File: src/rtl/seg7_scan_decoder_if.sv
// Bus bundle for the seven-segment scan decoder.
// Carries the snooped segment/anode lines, the clear strobe and the decoded-word handshake.
// Optional decimal point lines are present only when SEG7_DP_EN is defined.
// Ports (modport slave = decoder side):
//   seg_i, an_i, clear_i, word_ready_i, [dp_i]      -> into decoder
//   word_o, word_valid_o, err_mask_o, overrun_o, [dp_o] <- from decoder
interface seg7_scan_decoder_if #(
   parameter int DIGITS = 8
);
   logic [6:0]          seg_i;
   logic [DIGITS-1:0]   an_i;
   logic                clear_i;
   logic                word_ready_i;
   logic [4*DIGITS-1:0] word_o;
   logic                word_valid_o;
   logic [DIGITS-1:0]   err_mask_o;
   logic                overrun_o;
`ifdef SEG7_DP_EN
   logic                dp_i;
   logic [DIGITS-1:0]   dp_o;

   modport slave (
      input  seg_i, an_i, clear_i, word_ready_i, dp_i,
      output word_o, word_valid_o, err_mask_o, overrun_o, dp_o
   );
   modport master (
      output seg_i, an_i, clear_i, word_ready_i, dp_i,
      input  word_o, word_valid_o, err_mask_o, overrun_o, dp_o
   );
`else
   modport slave (
      input  seg_i, an_i, clear_i, word_ready_i,
      output word_o, word_valid_o, err_mask_o, overrun_o
   );
   modport master (
      output seg_i, an_i, clear_i, word_ready_i,
      input  word_o, word_valid_o, err_mask_o, overrun_o
   );
`endif
endinterface

File: src/rtl/seg7_scan_decoder.sv
// Purpose: snoops a multiplexed 7-segment scan, decodes each digit and assembles a full frame word.
// Latency: a digit samples in its SETTLE-th stable cycle; the completed word is valid on the next cycle.
// Backpressure: word_o is held until word_ready_i; a frame completing while word_o is pending is dropped and sets overrun_o.
// Ports: clk, rst_n (async active-low) plus seg7_scan_decoder_if.slave bus
//   (seg_i, an_i, clear_i, word_ready_i -> word_o, word_valid_o, err_mask_o, overrun_o).
// Optional feature macro SEG7_DP_EN: adds dp_i/dp_o, decimal point captured per digit.
module seg7_scan_decoder #(
   parameter int DIGITS = 8,
   parameter int SETTLE = 4
) (
   input  logic clk,
   input  logic rst_n,
   seg7_scan_decoder_if.slave bus
);

   localparam int CW = $clog2(SETTLE + 1);
   localparam logic [CW-1:0] SETTLE_C = CW'(SETTLE);
   localparam logic [CW-1:0] ONE_C    = CW'(1);

   typedef enum logic [1:0] {S_IDLE, S_WAIT, S_HOLD} state_t;

   state_t              state_q, state_d;
   logic [CW-1:0]       cnt_q, cnt_d;
   logic [6:0]          seg_prev_q;
   logic [DIGITS-1:0]   an_prev_q;
   logic [DIGITS-1:0]   mask_q, mask_d;
   logic [DIGITS-1:0]   perr_q, perr_d;
   logic [4*DIGITS-1:0] pword_q, pword_d;
   logic [4*DIGITS-1:0] word_q, word_d;
   logic [DIGITS-1:0]   err_q, err_d;
   logic                valid_q, valid_d;
   logic                overrun_q, overrun_d;
`ifdef SEG7_DP_EN
   logic                dp_prev_q;
   logic [DIGITS-1:0]   pdp_q, pdp_d;
   logic [DIGITS-1:0]   dp_q, dp_d;
`endif

   logic       legal;
   logic       changed;
   logic       sample;
   logic [4:0] dec;   // {err, nibble}

   // Inverse of the hex encoder table; unknown patterns decode to 0 with err set.
   function automatic logic [4:0] decode(input logic [6:0] s);
      case (s)
         7'b1000000: decode = 5'h00;
         7'b1111001: decode = 5'h01;
         7'b0100100: decode = 5'h02;
         7'b0110000: decode = 5'h03;
         7'b0011001: decode = 5'h04;
         7'b0010010: decode = 5'h05;
         7'b0000010: decode = 5'h06;
         7'b1111000: decode = 5'h07;
         7'b0000000: decode = 5'h08;
         7'b0010000: decode = 5'h09;
         7'b0001000: decode = 5'h0A;
         7'b0000011: decode = 5'h0B;
         7'b1000110: decode = 5'h0C;
         7'b0100001: decode = 5'h0D;
         7'b0000110: decode = 5'h0E;
         7'b0001110: decode = 5'h0F;
         default:    decode = 5'h10;
      endcase
   endfunction

   assign dec   = decode(bus.seg_i);
   // Exactly one anode low selects a digit; anything else is a blanking or bus-fight state.
   assign legal = $onehot(~bus.an_i);
`ifdef SEG7_DP_EN
   assign changed = (bus.an_i != an_prev_q) || (bus.seg_i != seg_prev_q) || (bus.dp_i != dp_prev_q);
`else
   assign changed = (bus.an_i != an_prev_q) || (bus.seg_i != seg_prev_q);
`endif

   // Settle counter: cnt is the number of consecutive stable cycles including this one.
   // HOLD suppresses re-sampling until the lines move again.
   always_comb begin
      state_d = state_q;
      cnt_d   = cnt_q;
      sample  = 1'b0;
      if (!legal) begin
         state_d = S_IDLE;
         cnt_d   = '0;
      end else if (changed || state_q == S_IDLE) begin
         state_d = S_WAIT;
         cnt_d   = ONE_C;
      end else if (state_q == S_WAIT) begin
         cnt_d = cnt_q + ONE_C;
      end
      if (state_d == S_WAIT && cnt_d == SETTLE_C) begin
         sample  = 1'b1;
         state_d = S_HOLD;
      end
   end

   always_comb begin
      mask_d    = mask_q;
      perr_d    = perr_q;
      pword_d   = pword_q;
      word_d    = word_q;
      err_d     = err_q;
      valid_d   = valid_q;
      overrun_d = overrun_q;
`ifdef SEG7_DP_EN
      pdp_d     = pdp_q;
      dp_d      = dp_q;
`endif

      if (valid_q && bus.word_ready_i)
         valid_d = 1'b0;

      if (sample) begin
         for (int k = 0; k < DIGITS; k++) begin
            if (!bus.an_i[k]) begin
               pword_d[4*k +: 4] = dec[3:0];
               perr_d[k]         = dec[4];
`ifdef SEG7_DP_EN
               pdp_d[k]          = ~bus.dp_i;
`endif
            end
         end
         mask_d = mask_q | ~bus.an_i;

         // Frame completes in the sampling cycle; the output slot is free if empty or being drained now.
         if (&mask_d) begin
            if (!valid_q || bus.word_ready_i) begin
               word_d  = pword_d;
               err_d   = perr_d;
               valid_d = 1'b1;
`ifdef SEG7_DP_EN
               dp_d    = pdp_d;
`endif
            end else begin
               overrun_d = 1'b1;
            end
            mask_d = '0;
            perr_d = '0;
         end
      end

      // Flush wins over everything; word_o (and dp_o) keep their last value.
      if (bus.clear_i) begin
         mask_d    = '0;
         perr_d    = '0;
         pword_d   = '0;
         valid_d   = 1'b0;
         err_d     = '0;
         overrun_d = 1'b0;
`ifdef SEG7_DP_EN
         pdp_d     = '0;
`endif
      end
   end

   always_ff @(posedge clk or negedge rst_n) begin
      if (!rst_n) begin
         state_q    <= S_IDLE;
         cnt_q      <= '0;
         seg_prev_q <= '1;
         an_prev_q  <= '1;
         mask_q     <= '0;
         perr_q     <= '0;
         pword_q    <= '0;
         word_q     <= '0;
         err_q      <= '0;
         valid_q    <= 1'b0;
         overrun_q  <= 1'b0;
`ifdef SEG7_DP_EN
         dp_prev_q  <= 1'b1;
         pdp_q      <= '0;
         dp_q       <= '0;
`endif
      end else begin
         state_q    <= state_d;
         cnt_q      <= cnt_d;
         seg_prev_q <= bus.seg_i;
         an_prev_q  <= bus.an_i;
         mask_q     <= mask_d;
         perr_q     <= perr_d;
         pword_q    <= pword_d;
         word_q     <= word_d;
         err_q      <= err_d;
         valid_q    <= valid_d;
         overrun_q  <= overrun_d;
`ifdef SEG7_DP_EN
         dp_prev_q  <= bus.dp_i;
         pdp_q      <= pdp_d;
         dp_q       <= dp_d;
`endif
      end
   end

   assign bus.word_o       = word_q;
   assign bus.word_valid_o = valid_q;
   assign bus.err_mask_o   = err_q;
   assign bus.overrun_o    = overrun_q;
`ifdef SEG7_DP_EN
   assign bus.dp_o         = dp_q;
`endif

endmodule

File: src/flat_wrapper.sv
// flat-port wrapper written by rule: the top's interface ports become plain ports
module seg7_scan_decoder_flat 
#(
   parameter int DIGITS = 8,
   parameter int SETTLE = 4
)
  (clk, rst_n, bus_seg_i, bus_an_i, bus_clear_i, bus_word_ready_i, bus_word_o, bus_word_valid_o, bus_err_mask_o, bus_overrun_o);
  seg7_scan_decoder_if #(.DIGITS(DIGITS)) bus_i ();
  input  logic clk;
  input  logic rst_n;
  input wire logic [$bits(bus_i.seg_i)-1:0] bus_seg_i;
  input wire logic [$bits(bus_i.an_i)-1:0] bus_an_i;
  input wire logic [$bits(bus_i.clear_i)-1:0] bus_clear_i;
  input wire logic [$bits(bus_i.word_ready_i)-1:0] bus_word_ready_i;
  output wire logic [$bits(bus_i.word_o)-1:0] bus_word_o;
  output wire logic [$bits(bus_i.word_valid_o)-1:0] bus_word_valid_o;
  output wire logic [$bits(bus_i.err_mask_o)-1:0] bus_err_mask_o;
  output wire logic [$bits(bus_i.overrun_o)-1:0] bus_overrun_o;
  assign bus_i.seg_i = bus_seg_i;
  assign bus_i.an_i = bus_an_i;
  assign bus_i.clear_i = bus_clear_i;
  assign bus_i.word_ready_i = bus_word_ready_i;
  assign bus_word_o = bus_i.word_o;
  assign bus_word_valid_o = bus_i.word_valid_o;
  assign bus_err_mask_o = bus_i.err_mask_o;
  assign bus_overrun_o = bus_i.overrun_o;
  seg7_scan_decoder #(.DIGITS(DIGITS), .SETTLE(SETTLE)) u_core (.clk(clk), .rst_n(rst_n), .bus(bus_i));
endmodule
File: config.mk
export PLATFORM = sky130hd
export DESIGN_NAME = seg7_scan_decoder_flat
export DESIGN_NICKNAME = d
export VERILOG_FILES = /design/src/rtl/seg7_scan_decoder_if.sv /design/src/rtl/seg7_scan_decoder.sv /design/src/flat_wrapper.sv
export SDC_FILE = /design/constraint.sdc
export NUM_CORES = 1
export LEC_CHECK = 0
export ABC_AREA = 1
export CAP_MARGIN = 30
export CORE_MARGIN = 5
export CORE_UTILIZATION = 40
export DETAILED_ROUTE_END_ITERATION = 12
export PLACE_DENSITY = 0.58
export SYNTH_ARGS = -nofsm -noshare
export SYNTH_HDL_FRONTEND = slang
export SYNTH_SLANG_ARGS = --single-unit
File: constraint.sdc
create_clock -name clk -period 2.6 [get_ports clk]
set_clock_uncertainty 0.1 [all_clocks]
set_input_delay 0.39 -clock clk [delete_from_list [all_inputs] [get_ports clk]]
set_output_delay 0.39 -clock clk [all_outputs]
set_load 0.05 [all_outputs]
Word-level counts from Yosys, hierarchy flattened
Cells that the tools add are included.
{"block": "word_totals", "output_inout_bits": 42, "ff_bits": 110}
{"block": "op_classes", "n_eq_ne": 22, "mux": 45, "add_sub_neg": 8, "n_reduce_logical": 15, "bitwise": 2}
{"op": "$mux 8", "count": 10}
{"op": "$pmux 5 s16", "count": 1}
{"op": "$mux 32", "count": 2}
{"op": "$mux 4", "count": 8}
{"op": "$eq 7x7->1 const B", "count": 4}
{"op": "$eq 7x5->1 const B", "count": 3}
{"op": "$eq 7x6->1 const B", "count": 3}
{"op": "$mux 1", "count": 18}
{"op": "$eq 7x2->1 const B", "count": 2}
{"op": "$eq 7x4->1 const B", "count": 2}
{"op": "$add 4x4->4", "count": 3}
{"op": "$reduce_and 10->1", "count": 1}
{"op": "$mux 3", "count": 3}
{"op": "$add 1x1->2", "count": 4}
{"op": "$ne 8x8->1", "count": 1}
{"op": "$not 8->8", "count": 1}
{"op": "$or 8x8->8", "count": 1}
{"op": "$reduce_and 8->1", "count": 1}
{"op": "$eq 7x3->1 const B", "count": 1}
{"op": "$logic_not 7->1", "count": 1}
{"op": "$ne 7x7->1", "count": 1}
{"op": "$mux 2", "count": 3}
{"op": "$reduce_and 3->1", "count": 2}
{"op": "$reduce_bool 2->1", "count": 3}
{"op": "9 further kinds", "count": 13}

Longest topological paths before layout
Gate-level depths: netlist of the first run.
{"block": "depth", "ltp_word": 11, "depth_mapped": 20, "ltp_nobuf": 18}

Worst setup path after synthesis of the first run
OpenSTA, ideal clock, no wires.
{"block": "synth_path", "path_kind": "input to register", "from": "input port bus_an_i[7]", "to": "register u_core.pword_q[10]", "slack_ns": -1.369, "stages": 20, "required_ns": 2.383, "arrival_ns": 3.751, "setup_time_ns": 0.117, "path_cell_list": "buf_2 inv_1 ha_1 fa_1 inv_1 fa_1 inv_1 ha_1 fa_1 nor2_1 nand3_1 inv_1 nand3_1 nor2_8 nand2_8 nand2_8 inv_4 buf_2 nand2_1 o21ai_2"}
{"block": "synth_via", "elab_chain_cells": 10, "word_cells_on_any_way": 17, "cone_classes": "3 x add/sub; 4 x eq/ne; 5 x mux; 1 x bitwise; 4 x reduce/logical"}
{"item": "start, declared", "line": "flat_wrapper.sv:12", "source": "input wire logic [$bits(bus_i.an_i)-1:0] bus_an_i;"}
{"item": "$not 8->8", "line": "seg7_scan_decoder.sv:69", "source": "assign legal = $onehot(~bus.an_i);"}
{"item": "$add 1x1->2 (implied by the code)", "line": "seg7_scan_decoder.sv:69"}
{"item": "$add 4x4->4 (implied by the code) (2 in a row)", "line": "seg7_scan_decoder.sv:69"}
{"item": "$eq 4x1->1", "line": "seg7_scan_decoder.sv:69"}
{"item": "$mux 3 (*)", "line": "seg7_scan_decoder.sv:82", "source": "if (!legal) begin"}
{"item": "net u_core.cnt_d[2]", "line": "seg7_scan_decoder.sv:23", "source": "logic [CW-1:0] cnt_q, cnt_d;"}
{"item": "$eq 3x3->1 (*)", "line": "seg7_scan_decoder.sv:91", "source": "if (state_d == S_WAIT && cnt_d == SETTLE_C) begin"}
{"item": "$logic_and 1x1->1 (*)", "line": "seg7_scan_decoder.sv:91"}
{"item": "$mux 1 (*)", "line": "seg7_scan_decoder.sv:91"}
{"item": "$reduce_bool 2->1 (no source line) (*)"}
{"item": "end signal, assigned", "line": "seg7_scan_decoder.sv:181", "source": "pword_q <= pword_d;"}
{"item": "end, declared", "line": "seg7_scan_decoder.sv:28", "source": "logic [4*DIGITS-1:0] pword_q, pword_d;"}
Mark *: on every way through the listed nets, which the timed path passes. The rest lies on a longest branch.
A chain may end at the register's enable or synchronous reset.

Worst setup path after layout of the first run
{"block": "layout_path", "from": "input port bus_an_i[3]", "to": "register u_core.err_q[0] (netlist: u_core.bus.err_mask_o[0])"}
{"block": "layout_via", "elab_chain_cells": 11, "word_cells_on_any_way": 21, "cone_classes": "3 x add/sub; 4 x eq/ne; 5 x mux; 2 x bitwise; 7 x reduce/logical"}
{"item": "$not 8->8", "line": "seg7_scan_decoder.sv:69"}
{"item": "$add 1x1->2 (implied by the code)", "line": "seg7_scan_decoder.sv:69"}
{"item": "$add 4x4->4 (implied by the code) (2 in a row)", "line": "seg7_scan_decoder.sv:69"}
{"item": "$eq 4x1->1", "line": "seg7_scan_decoder.sv:69"}
{"item": "$mux 3 (*)", "line": "seg7_scan_decoder.sv:82"}
{"item": "net u_core.cnt_d[2]", "line": "seg7_scan_decoder.sv:23"}
{"item": "$eq 3x3->1 (*)", "line": "seg7_scan_decoder.sv:91"}
{"item": "$logic_and 1x1->1 (*)", "line": "seg7_scan_decoder.sv:91"}
{"item": "$mux 1 (*)", "line": "seg7_scan_decoder.sv:91"}
{"item": "$reduce_bool 2->1 (no source line) (*)"}
{"item": "$reduce_and 3->1 (no source line) (*)"}
{"item": "end signal, assigned", "line": "seg7_scan_decoder.sv:183", "source": "err_q <= err_d;"}
{"item": "end, declared", "line": "seg7_scan_decoder.sv:30", "source": "logic [DIGITS-1:0] err_q, err_d;"}
Marks and branches as above.

==> metrics.sh, run 1 <==
RUN_STATUS='finished with violations'
FAILED_CHECKS='negative setup slack'
PLACED_CELLS_INCL_TAPS=966
CRITPATHKIND='in2reg'
MAXSLEWHEADROOM=0.6467
TOP_SIGNAL_LAYER_USED='met4'
ROUTED_WIRELENGTH_UM=16640
AREA.GROWTH.SYNTH_TO_FINAL_PCT=38.29
DRV_CAP=0
REMAINING_NUMBER_OF_NETS_FLAGGED_BY_THE_ANTENNA_CHECK_AFTER_ROUTING=0
POST-SYNTH-TOP-AREA-FRACTION=0.4213
START_KIND='input pin'
SYN_AREA_UM2=5643
FP-ROW-COUNT=43
DRCVIOLATIONCOUNT=0
GRT_PASS1_WL_UM=26500
POSTSYNTHREGISTERBITS=110
CTS-BUFFERS-INSERTED=9
CRIT_REQUIRED_NS=2.79
DESIGN.CORE.AREA_UM2=13880
PATH_CLK_SLEW_NS=0.07
ACHIEVABLE-FREQUENCY_MHz=292.3
REPORT.FINAL.SETUP_VIOL=95
DETAIL_ROUTE.VIAS_PER_CELL=5.111
SLOWEST_STAGE='sky130_fd_sc_hd__fa_1'
SETUP_REPAIR_AFTER_GLOBAL_ROUTING_MISSED_ITS_MARGIN='true'
POSTSYNTHCELLCOUNT=712
WP_DATA_ARRIVAL_NS=3.61
TIMING.CRITICAL_PATH.CELLS='buf_8 -> inv_4 -> ha_4 -> fa_1 -> inv_1 -> fa_1 -> inv_1 -> ha_2 -> fa_1 -> nor2_2 -> nand3_2 -> inv_2 -> nand3_4 -> nor2_8 -> nand4_4 -> buf_12 -> buf_12 -> nand2_8 -> nand2_2 -> nand2_1'
FP.DIEW_UM=128.8
P_INT_mW=2.717
YOSYS_WARNINGS=0
GRT_MAX_DEGREE=56
TIMING_HOLD_VIOLATIONS_FINAL=0
WL_MET2_UM=8041
SYNTHDISTINCTLIBCELLS=38
SYNTH_FP_NETS=742
PORT_BUFFERS=60
WORSTSETUPENDPOINTTYPE='flip-flop'
CLOCK-SINKS=110
STARTING_DENSITY_OF_THE_CORE=0.4065
GRT_PASS1_VIAS=5054
PATH_COMMON_CELL='sky130_fd_sc_hd__fa_1'
VIA_COUNT=5131
POWER.CLOCK.FRACTION=0.337
DRV_SLEW=0
PWR-SHARE-COMB=0.188
GRT_ANTENNA_BEFORE_REPAIR=0
CP_TOP_FAMILY='adder cells'
ASYNC_RESET_FF_FRAC=1.000
POWER_DENSITY_nW_PER_UM2=490.2
WORST_IR_DROP_VDD_mV=0.2369
SYNTH_SEQUENTIAL_AREA_RATIO=0.4911
POST_ROUTE_CELLS_DRIVE_ABOVE_1_SHARE=0.2816
GRT_OVERFLOW_TOTAL=0
AREA_OF_THE_DIE_UM2=16580
P_SWITCHING_mW=1.108
TIGHTESTPINTRANSITION_NS=0.5244
CLOCK_TREE.ROOT_CELL='sky130_fd_sc_hd__clkbuf_16'
DP_HPWL_UM=10640
POST-ROUTE-WORST-SETUP-SLACK_NS=-0.8210
P_LEAK_nW=3.921
FIRSTDRTPASSITERS=7
INITIAL_DETAILED_ROUTING_VIOLATION_COUNT=468
POST_SYNTH.CELL_AREA_AVG_UM2=7.925
WORST-PATH-BUF-INV=7
ROUTABILITYCONGESTION=0.9020
TRITONCTS='yes'
CLOCK_TREE.HTREE_LEVEL_COUNT=3
NETSWITCHINGFRACTION=0.2897
SYNTH_ENABLE_FLOP_CELLS=0
HOLD_CLASS='in2reg'
SYNTH_TOP_CELL_BY_AREA='sky130_fd_sc_hd__dfrtp_1'
ROUTED-WL-MET3_UM=889
LAYOUT.CELLS.NON_FILLER=1004
GR_USAGE_TOTAL=0.2042
PERIOD_NEEDED_NS=3.421
FP.DIEH_UM=128.8
ANTENNA-DIODE-COUNT=0
TOTALPOWERFINAL_mW=3.825
YS_TOP_CELLS_BY_AREA='sky130_fd_sc_hd__dfrtp_1, sky130_fd_sc_hd__nand2_1, sky130_fd_sc_hd__dfstp_2'
MIN_PERIOD_OVER_PERIOD=1.316
NUM_IO_PINS=61
DESIGN.FINAL.NETS=849
POSTSYNTH.TOPFLOPCELL='sky130_fd_sc_hd__dfrtp_1'
CRIT_PATH_MAX_INCR_DELAY_NS=0.52
DETAIL_ROUTE.WIRELENGTH.MET1_UM=7343
WIRE_PER_INST_UM=16.57
CRITICAL_PATH_PEAK_FANOUT=8
POWER.SEQUENTIAL.FRACTION=0.475
SETUP_TOTAL_NEGATIVE_SLACK_NS=-70.96
WORST_HOLD_SLACK_NS=0.2228
CLKLATENCYLATEPIN_NS=0.35
CTS_MAX_PATH_BUFFERS=2
-- state kept, by name, summed over array words and instances, names as in the netlist --
signal                   flops
u_core.cnt_q                 3
u_core.state_q               2
u_core.seg_prev_q            7
u_core.bus.word_valid_o      1
u_core.perr_q                8
u_core.bus.overrun_o         1
u_core.bus.word_o           32
u_core.bus.err_mask_o        8
u_core.pword_q              32
u_core.mask_q                8
u_core.an_prev_q             8
-- cells in the mapped netlist (6+ instances only) --
master,instances
sky130_fd_sc_hd__inv_1,51
sky130_fd_sc_hd__a21boi_0,8
sky130_fd_sc_hd__nand3_1,43
sky130_fd_sc_hd__o21ai_0,24
sky130_fd_sc_hd__buf_6,7
sky130_fd_sc_hd__buf_4,9
sky130_fd_sc_hd__o21ai_2,10
sky130_fd_sc_hd__a21oi_1,10
sky130_fd_sc_hd__or2_2,6
sky130_fd_sc_hd__o21ai_1,18
sky130_fd_sc_hd__nor2_1,42
sky130_fd_sc_hd__buf_2,7
sky130_fd_sc_hd__dfstp_2,15
sky130_fd_sc_hd__inv_2,11
sky130_fd_sc_hd__ha_1,7
sky130_fd_sc_hd__nand4_1,22
sky130_fd_sc_hd__dfrtp_1,95
sky130_fd_sc_hd__nand2_1,298
-- cells in the final DEF (no fill, tap or decap), types with 19 or more instances in the layout --
cell type	n
sky130_fd_sc_hd__nand2_2	51
sky130_fd_sc_hd__nand4_1	22
sky130_fd_sc_hd__buf_4	40
sky130_fd_sc_hd__inv_1	48
sky130_fd_sc_hd__o21ai_0	19
sky130_fd_sc_hd__nand3_1	35
sky130_fd_sc_hd__clkdlybuf4s50_1	52
sky130_fd_sc_hd__dfrtp_1	95
sky130_fd_sc_hd__nor2_1	39
sky130_fd_sc_hd__nand2_1	232
-- power by group through the flow --
stage / clock network, mW / registers (mW) / logic [mW]
after floorplan: 0 / 1.88 / 0.345
after global placement: 0 / 1.84 / 0.591
after detailed placement: 0 / 1.84 / 0.608
after CTS: 1.32 / 1.81 / 0.663
after global routing: 1.39 / 1.83 / 0.802
final: 1.29 / 1.82 / 0.718
-- cell type report --
cell class / count / area, um^2
clock buffers: 13 / 250.2
repair inverters: 3 / 51.30
inverters: 65 / 292.8
flip-flops and latches: 110 / 2771
well taps: 180 / 225.2
fillers: 1253 / 6077
multi-input cells: 508 / 2831
clock inverters: 3 / 13.76
repair buffers: 122 / 1368
-- logic make-up (layout without fill, tap and decap cells) --
kind of cell | count (synthesis) | in the layout | share of synthesized area
AO/OA/AOI/OAI | 74 | 74 | 0.07761
XOR/XNOR | 1 | 1 | 0.001552
buffers and inverters | 94 | 206 | 0.08093
AND/OR/NAND/NOR | 422 | 422 | 0.3191
flip-flops | 110 | 110 | 0.4911
adder cells (fa/ha/maj) | 11 | 11 | 0.02971
-- final timing paths --
check,start,endpoint,slack [ns],cells past startpoint
max in group asynchronous,rst_n,u_core.bus.err_mask_o[2],1.25,3
worst max register to register,u_core.cnt_q[0],u_core.bus.err_mask_o[0],0.28,10
worst min register to register,u_core.pword_q[23],u_core.pword_q[23],0.37,2
worst max-delay path,bus_an_i[3],u_core.bus.err_mask_o[0],-0.82,20
min in group asynchronous,rst_n,u_core.bus.word_o[8],0.37,2
worst min-delay path,bus_an_i[3],u_core.an_prev_q[3],0.22,2
-- what timing repair did --
item                                   4_1_cts  5_1_grt
pin swaps                                    8       17
buffers inserted                             9        3
setup endpoints to repair                   95       95
gates cloned                                 7        3
gates resized for setup                     89       74
hold buffers                                 1        0
endpoints found under the hold margin        9        0
-- stage by stage --
stage	util	instance area, um^2	worst slack, ns
final	0.5622	7804	-0.8210
after floorplan	-	5839	-1.023
after global placement	0.4860	6746	-1.612
after detailed placement	0.4860	6746	-1.759
after CTS	0.5370	7455	-0.9000
after global routing	0.5622	7804	-0.9760
-- per-layer routing --
metal,track usage,up-vias
li1,-,2468
met1,0.2846,2459
met3,0.03030,26
met4,0.07659,0
met5,0,-
met2,0.3238,178
Power figures use the tool's default switching activity.
==> run 2, diff against run 1 <==
Settings changed: CORE_UTILIZATION 40 to 30, PLACE_DENSITY 0.58 to 0.46.
==> run 2 against run 1 <==
Compared with the run above: the flow finishes with violations (negative hold slack, negative setup slack); clock-buffer cell count down 4; design area hardly changed; critical path type unchanged; via count fell by 1.2%; final cell count is 5.4% higher; critical endpoint is now u_core.pword_q[8].
==> metrics.sh, run 2 (synthesis gave the netlist of run 1 again) <==
DP_HPWL_UM=11160
FP.DIEH_UM=147.2
RUN_STATUS='finished with violations'
GRT_PASS1_VIAS=5055
CRIT_REQUIRED_NS=2.74
LAYOUT.CELLS.MOST_COMMON='sky130_fd_sc_hd__nand2_1'
DETAIL_ROUTE.VIAS_PER_CELL=4.793
SLOWEST_STAGE='sky130_fd_sc_hd__fa_1'
INITIAL_DETAILED_ROUTING_VIOLATION_COUNT=307
GRT_OVERFLOW_TOTAL=0
CLKLATENCYLATEPIN_NS=0.36
PORT_BUFFERS=60
REMAINING_NUMBER_OF_NETS_FLAGGED_BY_THE_ANTENNA_CHECK_AFTER_ROUTING=0
CTS_MAX_PATH_BUFFERS=2
FIRSTDRTPASSITERS=4
GR_USAGE_TOTAL=0.1623
CTS-BUFFERS-INSERTED=9
ROUTED_WIRELENGTH_UM=17590
GRT_MAX_DEGREE=111
HOLDBUFCOUNTCTS=0
TRITONCTS='yes'
SETUP_REPAIR_AFTER_GLOBAL_ROUTING_MISSED_ITS_MARGIN='true'
WIRE_PER_INST_UM=16.63
LAYOUT.CELLS.NON_FILLER=1058
WORSTSETUPENDPOINTTYPE='flip-flop'
MIN_PERIOD_OVER_PERIOD=1.313
CRITICAL_PATH_PEAK_FANOUT=14
HIGHEST_COUNT_CELLS_IN_THE_LAYOUT_IGNORING_FILL_AND_TAPS='sky130_fd_sc_hd__nand2_1, sky130_fd_sc_hd__dfrtp_1, sky130_fd_sc_hd__clkdlybuf4s50_1'
STARTING_DENSITY_OF_THE_CORE=0.3027
PATH_COMMON_CELL='sky130_fd_sc_hd__fa_1'
WORST-PATH-BUF-INV=7
PATH_CLK_SLEW_NS=0.07
P_LEAK_nW=3.895
WORST-R2R-CELL-COUNT=10
WORST_IR_DROP_VDD_mV=0.2970
HOLD_CLASS='in2async'
FINAL_CORE_UTILIZATION=0.4185
PERIOD_NEEDED_NS=3.414
CRIT_PATH_MAX_INCR_DELAY_NS=0.53
DRV_SLEW=0
DRCVIOLATIONCOUNT=0
ANTENNA-DIODE-COUNT=0
CLOCK_TREE.ROOT_CELL='sky130_fd_sc_hd__clkbuf_16'
TIMING.RR.END='u_core.pword_q[8]'
CP_TOP_FAMILY='adder cells'
DESIGN.FINAL.NETS=849
ROUTABILITYCONGESTION=0.8029
GRT_ANTENNA_BEFORE_REPAIR=0
REG2REG_SLACK_NS=0.48
START_KIND='input pin'
SETUP_TOTAL_NEGATIVE_SLACK_NS=-71.01
FP-ROW-COUNT=50
PLACED_CELLS_INCL_TAPS=1019
TIGHTESTPINTRANSITION_NS=0.6560
POST-ROUTE-WORST-SETUP-SLACK_NS=-0.8136
CRIT-REG2REG-LAUNCH='u_core.cnt_q[0]'
REPORT.FINAL.SETUP_VIOL=95
FAILED_CHECKS='negative hold slack, negative setup slack'
CLOCK-SINKS=110
CRITPATHKIND='in2reg'
POST_ROUTE_CELLS_DRIVE_ABOVE_1_SHARE=0.2718
AREA.GROWTH.SYNTH_TO_FINAL_PCT=38.25
FP.DIEW_UM=147.2
WP_DATA_ARRIVAL_NS=3.55
TIMING_HOLD_VIOLATIONS_FINAL=19
ACHIEVABLE-FREQUENCY_MHz=293.0
GRT_PASS1_WL_UM=27660
NUM_IO_PINS=61
VIA_COUNT=5071
POWER_DENSITY_nW_PER_UM2=499.8
DRV_CAP=0
TIMING.CRITICAL_PATH.CELLS='buf_8 -> inv_6 -> ha_4 -> fa_1 -> inv_1 -> fa_1 -> inv_1 -> ha_2 -> fa_1 -> nor2_2 -> nand3_2 -> inv_2 -> nand3_4 -> nor2_8 -> nand2_8 -> nand2_8 -> buf_12 -> inv_16 -> nand2_1 -> o21ai_1'
WORST_HOLD_SLACK_NS=-0.01879
AREA_OF_THE_DIE_UM2=21650
MAXSLEWHEADROOM=0.5620
DESIGN.CORE.AREA_UM2=18640
CLOCK_TREE.HTREE_LEVEL_COUNT=3
[run 2: what timing repair did]
action,in CTS,in global routing
endpoints found under the hold margin,0,0
pin swaps,6,30
gates cloned,6,3
setup buffers,6,9
endpoints found under the setup margin,95,95
resized for setup,66,81
[run 2: cell type report]
| cell class | instances | area (um^2) |
|---|---|---|
| multi-input cells | 511 | 2846 |
| clock inverters | 7 | 57.56 |
| repair buffers | 120 | 1279 |
| repair inverters | 2 | 36.28 |
| well taps | 234 | 292.8 |
| fillers | 1851 | 10840 |
| flip-flops and latches | 110 | 2771 |
| inverters | 65 | 292.8 |
| clock buffers | 9 | 225.2 |
[run 2: where the power goes]
group          total, mW  internal [mW]  switching, mW  leakage [nW]
combinational      0.708          0.259          0.449          2.29
sequential          1.82           1.78         0.0387          1.46
clock               1.38          0.667          0.709         0.140
total               3.90           2.70           1.20          3.90
[run 2: worst max-delay path by stage]
stage          cells after the start   startpoint  slack [ns]                    end
3_5_place_dp                      18  bus_an_i[7]       -1.80      u_core.pword_q[4]
4_1_cts                           19  bus_an_i[7]       -0.79  u_core.bus.word_o[16]
3_3_place_gp                      18  bus_an_i[7]       -1.72     u_core.pword_q[16]
2_1_floorplan                     20  bus_an_i[6]       -1.02     u_core.pword_q[16]
6_report                          20  bus_an_i[7]       -0.81      u_core.pword_q[8]
5_1_grt                           20  bus_an_i[7]       -0.92     u_core.pword_q[16]
[run 2: per-stage QoR]
stage	setup slack (ns)	total power, mW	hold WS [ns]	cell area (um^2)
detailed placement	-1.803	2.457	0.3585	6819
global route	-0.9222	4.097	0.03054	7801
floorplan	-1.023	2.224	-0.005591	5839
CTS	-0.7881	3.901	0.04116	7385
global placement	-1.717	2.449	0.3534	6819
finish	-0.8136	3.899	-0.01879	7801
[run 2: per-layer routing]
metal | track usage | vias up | routed length (um)
li1 | - | 2474 | -
met1 | 0.2182 | 2467 | 8128
met4 | 0.04986 | 0 | 270
met5 | 0 | - | 0
met3 | 0.02529 | 16 | 762
met2 | 0.2703 | 114 | 8431
